### config.mk
export PLATFORM = sky130hd
export DESIGN_NAME = tw_rom_seq_ctrl
export DESIGN_NICKNAME = d
export VERILOG_FILES = /design/src/rtl/tw_rom_seq_ctrl.sv
export SDC_FILE = /design/constraint.sdc
export NUM_CORES = 1
export LEC_CHECK = 0
export BUFFER_PORTS_ARGS = -buffer_cell sky130_fd_sc_hd__buf_2
export CAP_MARGIN = 20
export CORE_MARGIN = 3
export CORE_UTILIZATION = 55
export DETAILED_ROUTE_END_ITERATION = 7
export HOLD_SLACK_MARGIN = 0.05
export PLACE_DENSITY = 0.77
export SETUP_SLACK_MARGIN = 0.1
export SLEW_MARGIN = 20
export SYNTH_ARGS = -nofsm -noshare
export SYNTH_HDL_FRONTEND = slang
export SYNTH_SLANG_ARGS = --single-unit
### constraint.sdc
create_clock -name CLK -period 2.1 [get_ports CLK]
set_clock_uncertainty 0.1 [all_clocks]
set_input_delay 0.21 -clock CLK [delete_from_list [all_inputs] [get_ports CLK]]
set_output_delay 0.21 -clock CLK [all_outputs]
set_load 0.05 [all_outputs]
### src/rtl/tw_rom_seq_ctrl.sv
// ---------------------------------------------------------------------------
// tw_rom_seq_ctrl
//
// Sequencer between the top-level NTT controller and the twiddle ROM.
//   * Collects 2*ENTRIES config half-words from a valid/ready stream into a
//     local ENTRIES x (2*DW) buffer.
//   * Bursts that buffer into the ROM stage-0 bank: all hi halves on rom_w=1,
//     then all lo halves on rom_w=2, on contiguous cycles.
//   * Runs the twiddle schedule: NUM_STAGES stages, each holding CEN low for
//     its programmed length, separated by one-cycle gaps, ending with a
//     one-cycle done pulse.
//
// Handshake: a config word is transferred on every rising CLK edge where
//   cfg_valid && cfg_ready. cfg_ready is only ever high in COLLECT; the
//   producer may hold or drop cfg_valid freely, and cfg_data must be stable
//   while cfg_valid is high. Words offered while cfg_ready is low are ignored.
//
// Ports
//   CLK, rst_n            clock (rising edge), async active-low reset
//   load_req              pulse, start collecting a new stage-0 table
//   cfg_valid/cfg_ready   config stream handshake
//   cfg_data [DW]         half-words in order e0.hi, e0.lo, e1.hi, ... e3.lo
//   start                 pulse, run all stages
//   busy                  high in any state but IDLE
//   done                  one-cycle pulse at end of a run
//   rom_cen               ROM chip enable, active low
//   rom_stage_counter[3]  ROM stage_counter
//   rom_state [4]         RUN_STATE while running, else 0
//   rom_w [2]             0 idle, 1 hi-half write, 2 lo-half write
//   rom_hdata [DW]        ROM horizontal_data_in
//
// Every output is a register loaded from the next-state decode, so each
// output reflects the state the FSM is in during that same cycle.
// ---------------------------------------------------------------------------
module tw_rom_seq_ctrl #(
  parameter int         DW         = 64,
  parameter int         ENTRIES    = 4,
  parameter int         NUM_STAGES = 3,
  parameter int         LEN_W      = 11,
  parameter int         STAGE0_LEN = 16,
  parameter int         STAGE1_LEN = 1024,
  parameter int         STAGE2_LEN = 4,
  parameter logic [3:0] RUN_STATE  = 4'd4
) (
  input  logic          CLK,
  input  logic          rst_n,
  input  logic          load_req,
  input  logic          cfg_valid,
  input  logic [DW-1:0] cfg_data,
  output logic          cfg_ready,
  input  logic          start,
  output logic          busy,
  output logic          done,
  output logic          rom_cen,
  output logic [2:0]    rom_stage_counter,
  output logic [3:0]    rom_state,
  output logic [1:0]    rom_w,
  output logic [DW-1:0] rom_hdata
);

  localparam int IDX_W = $clog2(2 * ENTRIES);
  localparam int K_W   = (ENTRIES > 1) ? $clog2(ENTRIES) : 1;

  localparam logic [IDX_W-1:0] IDX_LAST   = IDX_W'(2 * ENTRIES - 1);
  localparam logic [K_W-1:0]   K_LAST     = K_W'(ENTRIES - 1);
  localparam logic [2:0]       STAGE_LAST = 3'(NUM_STAGES - 1);

  typedef enum logic [2:0] {
    IDLE     = 3'd0,
    COLLECT  = 3'd1,
    BURST_HI = 3'd2,
    BURST_LO = 3'd3,
    RUN      = 3'd4,
    GAP      = 3'd5,
    FIN      = 3'd6
  } state_t;

  state_t state, state_d;

  logic [IDX_W-1:0] idx, idx_d;        // accepted word count in COLLECT
  logic [K_W-1:0]   k, k_d;            // entry index being written in a burst
  logic [2:0]       stage, stage_d;
  logic [LEN_W-1:0] len_cnt, len_d;
  logic [LEN_W-1:0] cur_len;

  logic [DW-1:0]    buf_hi [ENTRIES];
  logic [DW-1:0]    buf_lo [ENTRIES];

  logic             accept;

  // Next-cycle values of the registered outputs
  logic             cfg_ready_d, busy_d, done_d, rom_cen_d;
  logic [2:0]       rom_stage_d;
  logic [3:0]       rom_state_d;
  logic [1:0]       rom_w_d;
  logic [DW-1:0]    rom_hdata_d;

  function automatic logic [LEN_W-1:0] stage_len(input logic [2:0] s);
    case (s)
      3'd0:    stage_len = LEN_W'(STAGE0_LEN);
      3'd1:    stage_len = LEN_W'(STAGE1_LEN);
      default: stage_len = LEN_W'(STAGE2_LEN);
    endcase
  endfunction

  assign cur_len = stage_len(stage);
  assign accept  = (state == COLLECT) && cfg_valid && cfg_ready;

  // ---------------------------------------------------------------------
  // State and counter registers
  // ---------------------------------------------------------------------
  always_ff @(posedge CLK or negedge rst_n) begin
    if (!rst_n) begin
      state   <= IDLE;
      idx     <= '0;
      k       <= '0;
      stage   <= '0;
      len_cnt <= '0;
    end else begin
      state   <= state_d;
      idx     <= idx_d;
      k       <= k_d;
      stage   <= stage_d;
      len_cnt <= len_d;
    end
  end

  // ---------------------------------------------------------------------
  // Config buffer: even word index is the hi half, odd is the lo half
  // ---------------------------------------------------------------------
  always_ff @(posedge CLK or negedge rst_n) begin
    if (!rst_n) begin
      for (int i = 0; i < ENTRIES; i++) begin
        buf_hi[i] <= '0;
        buf_lo[i] <= '0;
      end
    end else if (accept) begin
      if (idx[0]) buf_lo[idx >> 1] <= cfg_data;
      else        buf_hi[idx >> 1] <= cfg_data;
    end
  end

  // ---------------------------------------------------------------------
  // Next-state and next-output decode
  // ---------------------------------------------------------------------
  always_comb begin
    state_d = state;
    idx_d   = idx;
    k_d     = k;
    stage_d = stage;
    len_d   = len_cnt;

    case (state)
      IDLE: begin
        // load_req has priority; a simultaneous start is dropped
        if (load_req) begin
          state_d = COLLECT;
          idx_d   = '0;
        end else if (start) begin
          state_d = RUN;
          stage_d = '0;
          len_d   = '0;
        end
      end

      COLLECT: begin
        if (accept) begin
          idx_d = idx + 1'b1;
          if (idx == IDX_LAST) begin
            state_d = BURST_HI;
            idx_d   = '0;
            k_d     = '0;
          end
        end
      end

      // The ROM's own 2-bit write index wraps between halves, so the hi
      // and lo bursts must follow each other with no idle cycle.
      BURST_HI: begin
        if (k == K_LAST) begin
          state_d = BURST_LO;
          k_d     = '0;
        end else begin
          k_d = k + 1'b1;
        end
      end

      BURST_LO: begin
        if (k == K_LAST) begin
          state_d = IDLE;
          k_d     = '0;
        end else begin
          k_d = k + 1'b1;
        end
      end

      RUN: begin
        // Length counter stops at LEN-1; it never wraps
        if (len_cnt == cur_len - LEN_W'(1)) begin
          state_d = (stage == STAGE_LAST) ? FIN : GAP;
        end else begin
          len_d = len_cnt + 1'b1;
        end
      end

      GAP: begin
        state_d = RUN;
        stage_d = stage + 1'b1;
        len_d   = '0;
      end

      FIN: begin
        state_d = IDLE;
        stage_d = '0;
        len_d   = '0;
      end

      default: state_d = IDLE;
    endcase

    // Outputs follow the state being entered
    cfg_ready_d = (state_d == COLLECT);
    busy_d      = (state_d != IDLE);
    done_d      = (state_d == FIN);
    rom_cen_d   = (state_d != RUN);
    rom_state_d = (state_d == RUN) ? RUN_STATE : 4'd0;
    rom_stage_d = ((state_d == RUN) || (state_d == GAP)) ? stage_d : 3'd0;
    rom_w_d     = 2'd0;
    rom_hdata_d = '0;
    if (state_d == BURST_HI) begin
      rom_w_d     = 2'd1;
      rom_hdata_d = buf_hi[k_d];
    end else if (state_d == BURST_LO) begin
      rom_w_d     = 2'd2;
      rom_hdata_d = buf_lo[k_d];
    end
  end

  // ---------------------------------------------------------------------
  // Output registers
  // ---------------------------------------------------------------------
  always_ff @(posedge CLK or negedge rst_n) begin
    if (!rst_n) begin
      cfg_ready         <= 1'b0;
      busy              <= 1'b0;
      done              <= 1'b0;
      rom_cen           <= 1'b1;
      rom_stage_counter <= 3'd0;
      rom_state         <= 4'd0;
      rom_w             <= 2'd0;
      rom_hdata         <= '0;
    end else begin
      cfg_ready         <= cfg_ready_d;
      busy              <= busy_d;
      done              <= done_d;
      rom_cen           <= rom_cen_d;
      rom_stage_counter <= rom_stage_d;
      rom_state         <= rom_state_d;
      rom_w             <= rom_w_d;
      rom_hdata         <= rom_hdata_d;
    end
  end

endmodule

==> impl_metrics.toml, run 1 <==
[run_status]
outcome = "complete, but fails checks"
failed_checks = "setup timing"

[final_layout]
regArea_sq_mm = 0.0152
drive_gt1_frac = 0.506
final_util = 0.734
fill_cells = 2691
area_growth_pct = 30.6
multi_input_area_sq_mm = 0.0114
finalNonFillerCells = 2904
nets = 2326
n_antenna_cell = 0

[synth]
synth_cell_types = 62
postSynthCellCount = 1858
synth.yosys.seq_area_share = 0.576
yosys-top-cells-area = "dfrtp_1 (58%), mux2_2 (20%), mux2i_1 (5.0%)"
ys_ff_latch = 608
syn_area_sq_mm = 0.0264
synth_top_area_share = 0.575
ys_warn_count = 0
synth_edf_count = 0
yosysMostFrequentCell = "dfrtp_1"
synth_common_cells = "dfrtp_1 (607), mux2_2 (468), nand2_1 (149)"
postSynth.asyncResetShare = 1.00
syn_avg_cell_area_sq_um = 14.2
synthFlopType = "dfrtp_1"
synth_top_area_cell = "dfrtp_1"

[route]
drtIter0Drc = 1361
via_per_inst = 6.17
wl_microns = 72800
antenna_left = 0
first_pass_iters = 5
vias = 17900
wl_per_cell_microns = 25.1
post-route-drc-count = 0

[pwr]
p_int_uw = 20100
power.density_mw_per_mm2 = 777
power_uw = 26800
p_leak_uw = 0.0173
swShare = 0.250
seqPwrFrac = 0.463
power_frac_clock = 0.417
p_switching_uw = 6690
p_comb_frac = 0.120
irDropWorstVdd_uv = 695

[setup_path]
required_ns = 2.46
critPathKind = "reg -> reg"
worstPathArrival_ns = 2.71
crit_chain = "ha_2, ha_4, and4_4, o221a_4, inv_8, buf_12, buf_16, mux2i_1, o221ai_1"
critPathLaunchType = "register"
cp_max_fo = 6
crit_path_end_kind = "register"
cp_slowest_stage_delay_ns = 0.39
critPathSlowestCell = "dfrtp_1"

[placement]
dp_hpwl_microns = 41200
port_buffers = 142
place_inst = 2656
gp_congestion = 0.804

[global_routing]
grt_pass1_wl_microns = 109000
grt-ovfl-total = 0
grt_pass1_vias = 19100
antenna_found_initial = 3
grt_usage = 0.273
grt_max_degree = 97

[hold_path]
min_path_type = "in -> reg"

[sta]
hold_violations = 0
rsz0062_at_grt = "yes"
fmax_mhz = 427
tightest_slew_ns = 0.519
worst_slack_ns = -0.242
setup_tns_ns = -43.00
drv_slew = 0
setup_violations = 496
relSlewSlack = 0.654
post-route-min-period_ns = 2.34
fin_crit_sh = 1.12

[floorplan]
dieArea_sq_mm = 0.0507
pin_count = 146
die_h_microns = 225
die_w_microns = 225
initial_core_util = 0.562
row_count = 79
core-area_sq_mm = 0.0470

[cts]
cts_tree = "yes"
cts_root_buffer = "clkbuf_16"
clk_latency_ns = 0.63
cts.sinks = 608
htreeDepth = 2
numCtsBuffers = 59
cts_max_path_buffers = 3
clk_pin_slew_ns = 0.07

[job]
cap_viol_max_count = 0
flip-flops by register name (all words and copies together), names as in the netlist:
| register | cells |
|---|---|
| busy | 1 |
| buf_lo | 256 |
| idx | 3 |
| rom_w | 2 |
| done | 1 |
| rom_stage_counter | 3 |
| buf_hi | 256 |
| k | 2 |
| state | 3 |
| rom_state | 1 |
| rom_hdata | 64 |
| len_cnt | 11 |
| cfg_ready | 1 |
| stage | 3 |
| rom_cen | 1 |
worst max-delay path: cells and delay by family, from the launching register on:
family,cells,cell delay [ns]
AND/OR/NAND/NOR,1,0.15
flip-flops,1,0.39
buffers and inverters,3,0.40
AO/OA/AOI/OAI,2,0.50
adder cells (fa/ha/maj),2,0.35
multiplexers,1,0.28
power by group through the flow:
stage | clock (uW) | sequential, uW | combinational, uW
CTS | 11300 | 12400 | 2900
global placement | 0 | 12600 | 2400
detailed placement | 0 | 12600 | 2510
global route | 11800 | 12400 | 3450
floorplan | 0 | 12700 | 1200
finish | 11200 | 12400 | 3210
cells by family after synthesis:
| logic type | Yosys count | synth area share |
|---|---|---|
| xor gates and xnor gates | 3 | 0.000995 |
| adders and majority gates | 8 | 0.00379 |
| AOI/OAI and AO/OA | 224 | 0.0725 |
| DFF | 608 | 0.576 |
| and+or+nand+nor | 227 | 0.0427 |
| muxes | 644 | 0.273 |
| buffers and inverters | 143 | 0.0308 |
| other | 1 | 0.000142 |
area by class of cell:
cell class / instances / area share
Sequential cell: 608 / 0.442
Multi-Input combinational cell: 1109 / 0.330
Timing Repair Buffer: 463 / 0.145
Clock buffer: 86 / 0.0519
Tap cell: 607 / 0.0220
Clock inverter: 23 / 0.00799
Inverter: 7 / 0.000980
Timing Repair inverter: 1 / 0.000472
worst paths after layout:
path | slack (ns) | cells after the start | endpoint | from
max | -0.24 | 9 | rom_hdata[47] | idx[0]
min | 0.06 | 4 | cfg_ready | cfg_valid
max reg2reg | -0.24 | 9 | rom_hdata[47] | idx[0]
max in group asynchronous | 1.19 | 3 | buf_lo[252] | rst_n
min in group asynchronous | 0.16 | 3 | len_cnt[5] | rst_n
min reg2reg | 0.39 | 1 | buf_hi[55] | buf_hi[55]
per-layer routing:
layer	GRT usage	up-vias	part of all wire
met3	0.0350	171	0.053
met2	0.468	566	0.51
met5	0	-	0.00056
li1	-	7687	-
met4	0.0855	6	0.031
met1	0.367	9474	0.41
through the flow:
stage / worst slack [ns] / hold WS, ns / area (sq um)
2_1_floorplan: -0.0392 / -0.186 / 26600
3_3_place_gp: -0.258 / 0.0459 / 29500
3_5_place_dp: -0.287 / 0.0518 / 29500
4_1_cts: -0.215 / 0.0130 / 33400
5_1_grt: -0.281 / 0.0583 / 34500
6_report: -0.242 / 0.0610 / 34500
cells in the final DEF, fill, tap and decap left out, types with 4 or more instances in the layout:
master / instances
nor3b_4: 5
mux2i_1: 104
bufinv_16: 5
buf_16: 11
clkinv_2: 11
buf_12: 85
nor2_1: 10
buf_2: 141
o31ai_1: 5
dfrtp_1: 604
nand2_2: 27
ha_4: 4
dlygate4sd3_1: 67
buf_6: 22
nand2_4: 10
o221ai_1: 37
nand3_1: 8
mux2_2: 419
clkbuf_1: 8
a32o_2: 28
mux2_4: 79
mux2i_4: 9
o221ai_2: 27
a22oi_1: 63
mux2i_2: 19
inv_1: 5
clkbuf_8: 17
clkbuf_16: 73
buf_8: 8
nand2b_1: 6
nand4_1: 4
nand2_1: 112
mux2_1: 14
buf_4: 114
a32o_1: 37
timing repair:
action | CTS | global route
setup buffers | 30 | 16
endpoints found under the hold margin | 1132 | 0
hold buffers | 68 | 0
setup endpoints to repair | 574 | 590
resized for setup | 157 | 128
pin swaps | 53 | 56
cloned | 13 | 13
(Power assumes the default switching activity.)
==> run 2, diff against run 1 <==
==> constraint.sdc (replaced) <==
create_clock -name CLK -period 1.89 [get_ports CLK]
set_clock_uncertainty 0.1 [all_clocks]
set_input_delay 0.0945 -clock CLK [delete_from_list [all_inputs] [get_ports CLK]]
set_output_delay 0.0945 -clock CLK [all_outputs]
set_load 0.05 [all_outputs]
==> run 2 against run 1 <==
The run still ends with setup timing left. Die area is the same. Routed wire length is 7.7% higher. Combinational power rose by 16%. Flip-flop and latch count unchanged. Non-clock buffer count fell by 6. Register-to-register slack worse by 0.24 ns. Critical path type unchanged. Critical endpoint is now rom_hdata[3]. Highest routed layer unchanged.
==> impl_metrics.toml, run 2 (synthesis results as in run 1) <==
[cts]
htreeDepth = 2
numCtsBuffers = 60
clk_pin_slew_ns = 0.06
cts_root_buffer = "clkbuf_16"
clk_latency_ns = 0.62
cts_tree = "yes"
cts.sinks = 608
cts_max_path_buffers = 3

[final_layout]
final_cell_area_sq_mm = 0.0349
drive_gt1_frac = 0.487
reg.largest.list = "buf_hi x256, buf_lo x256, rom_hdata x64"
nets = 2321
area_growth_pct = 32.0
final_common_cell = "dfrtp_1"
fill_cells = 2623
final_cell_mix = "dfrtp_1 (603), mux2_2 (269), mux2_4 (239), buf_2 (141), nand2_1 (136)"

[pwr]
swShare = 0.248
p_switching_uw = 7500
power.density_mw_per_mm2 = 869
seqPwrFrac = 0.455
irDropWorstVdd_uv = 699
power_uw = 30300
power_frac_clock = 0.423
p_leak_uw = 0.0173
p_int_uw = 22800
p_comb_frac = 0.123

[hold_path]
min_path_type = "in -> reg"

[floorplan]
row_count = 79
dieArea_sq_mm = 0.0507
die_h_microns = 225
die_w_microns = 225
pin_count = 146
core-area_sq_mm = 0.0470
initial_core_util = 0.562

[route]
first_pass_iters = 8
vias = 18300
wl_per_cell_microns = 27.0
wl_microns = 78400
post-route-drc-count = 0
via_per_inst = 6.31
antenna_left = 0
drtIter0Drc = 1593

[sta]
rsz0062_at_grt = "yes"
setup_tns_ns = -122.99
tightest_slew_ns = 0.513
fin_crit_sh = 1.25
post-route-min-period_ns = 2.37
setup_violations = 544
worst_slack_ns = -0.482
fmax_mhz = 422
relSlewSlack = 0.658
hold_violations = 0
drv_slew = 0

[global_routing]
grt_pass1_vias = 19100
grt-ovfl-total = 0
grt_usage = 0.269
grt_pass1_wl_microns = 108000
antenna_found_initial = 4
grt_max_degree = 95

[job]
cap_viol_max_count = 0

[setup_path]
crit_path_end_kind = "register"
required_ns = 2.27
cp_max_fo = 8
critPathLaunchType = "register"
worstPathArrival_ns = 2.75
critPathKind = "reg -> reg"

[placement]
gp_congestion = 0.828
port_buffers = 142
postPlaceCellArea_sq_mm = 0.0298
dp_hpwl_microns = 40900

[run_status]
failed_checks = "setup timing"
outcome = "complete, but fails checks"
==> run 2: repair_timing <==
| item | in CTS | in global routing |
|---|---|---|
| hold buffers | 70 | 0 |
| setup endpoints to repair | 597 | 598 |
| resized for setup | 63 | 249 |
| buffers inserted | 19 | 12 |
| hold endpoints to repair | 1145 | 0 |
| cloned | 6 | 27 |
| pin swaps | 19 | 35 |
==> run 2: per-stage QoR <==
stage | hold slack, ns | cells | worst slack [ns] | utilization
CTS | 0.231 | 2859 | -0.361 | 0.706
global placement | -0.0738 | 2656 | -0.405 | 0.635
finish | 0.254 | 2900 | -0.482 | 0.742
global route | 0.264 | 2900 | -0.538 | 0.742
detailed placement | -0.0783 | 2656 | -0.448 | 0.635
floorplan | -0.301 | 1860 | -0.247 | -
==> run 2: worst max-delay path, cell delays in order (launching register included) <==
cell	delay, ns
dfrtp_1	0.40
ha_2	0.21
ha_4	0.15
and4_4	0.17
o221a_4	0.35
clkinv_8	0.12
buf_12	0.16
buf_12	0.14
mux2i_2	0.28
o221ai_1	0.15
==> run 2: path summary, 6_finish.rpt <==
kind                               from      endpoint  slack (ns)  cells past startpoint
hold / removal             cfg_data[22]   buf_hi[214]        0.25                      3
min in group asynchronous         rst_n   buf_lo[206]        0.61                      4
setup / recovery                 idx[1]  rom_hdata[3]       -0.48                      9
max in group asynchronous         rst_n   buf_hi[119]        0.53                      5
setup reg to reg                 idx[1]  rom_hdata[3]       -0.48                      9
hold reg to reg             buf_lo[213]   buf_lo[213]        0.40                      1
==> run 2: area by class of cell <==
| type | instances | area, sq um | area share |
|---|---|---|---|
| Tap cell | 607 | 759 | 0.0218 |
| Clock inverter | 25 | 382 | 0.0109 |
| Inverter | 7 | 38.8 | 0.00111 |
| Sequential cell | 608 | 15200 | 0.437 |
| Timing Repair inverter | 1 | 6.26 | 0.000179 |
| Timing Repair Buffer | 457 | 4980 | 0.143 |
| Antenna cell | 3 | 7.51 | 0.000215 |
| Clock buffer | 83 | 1710 | 0.0490 |
| Multi-Input combinational cell | 1109 | 11800 | 0.337 |
==> run 2: routing by layer <==
metal	share of wire	global-route usage
met5	0.00017	0
met2	0.50	0.459
met1	0.39	0.351
met3	0.061	0.0396
met4	0.043	0.105
==> run 2: power by group through the flow <==
stage	registers (uW)	logic [uW]	clock network, uW
detailed placement	14000	3050	0
floorplan	14100	1400	0
CTS	13700	3270	12800
global route	13800	3980	13500
finish	13800	3710	12800
global placement	13900	2940	0
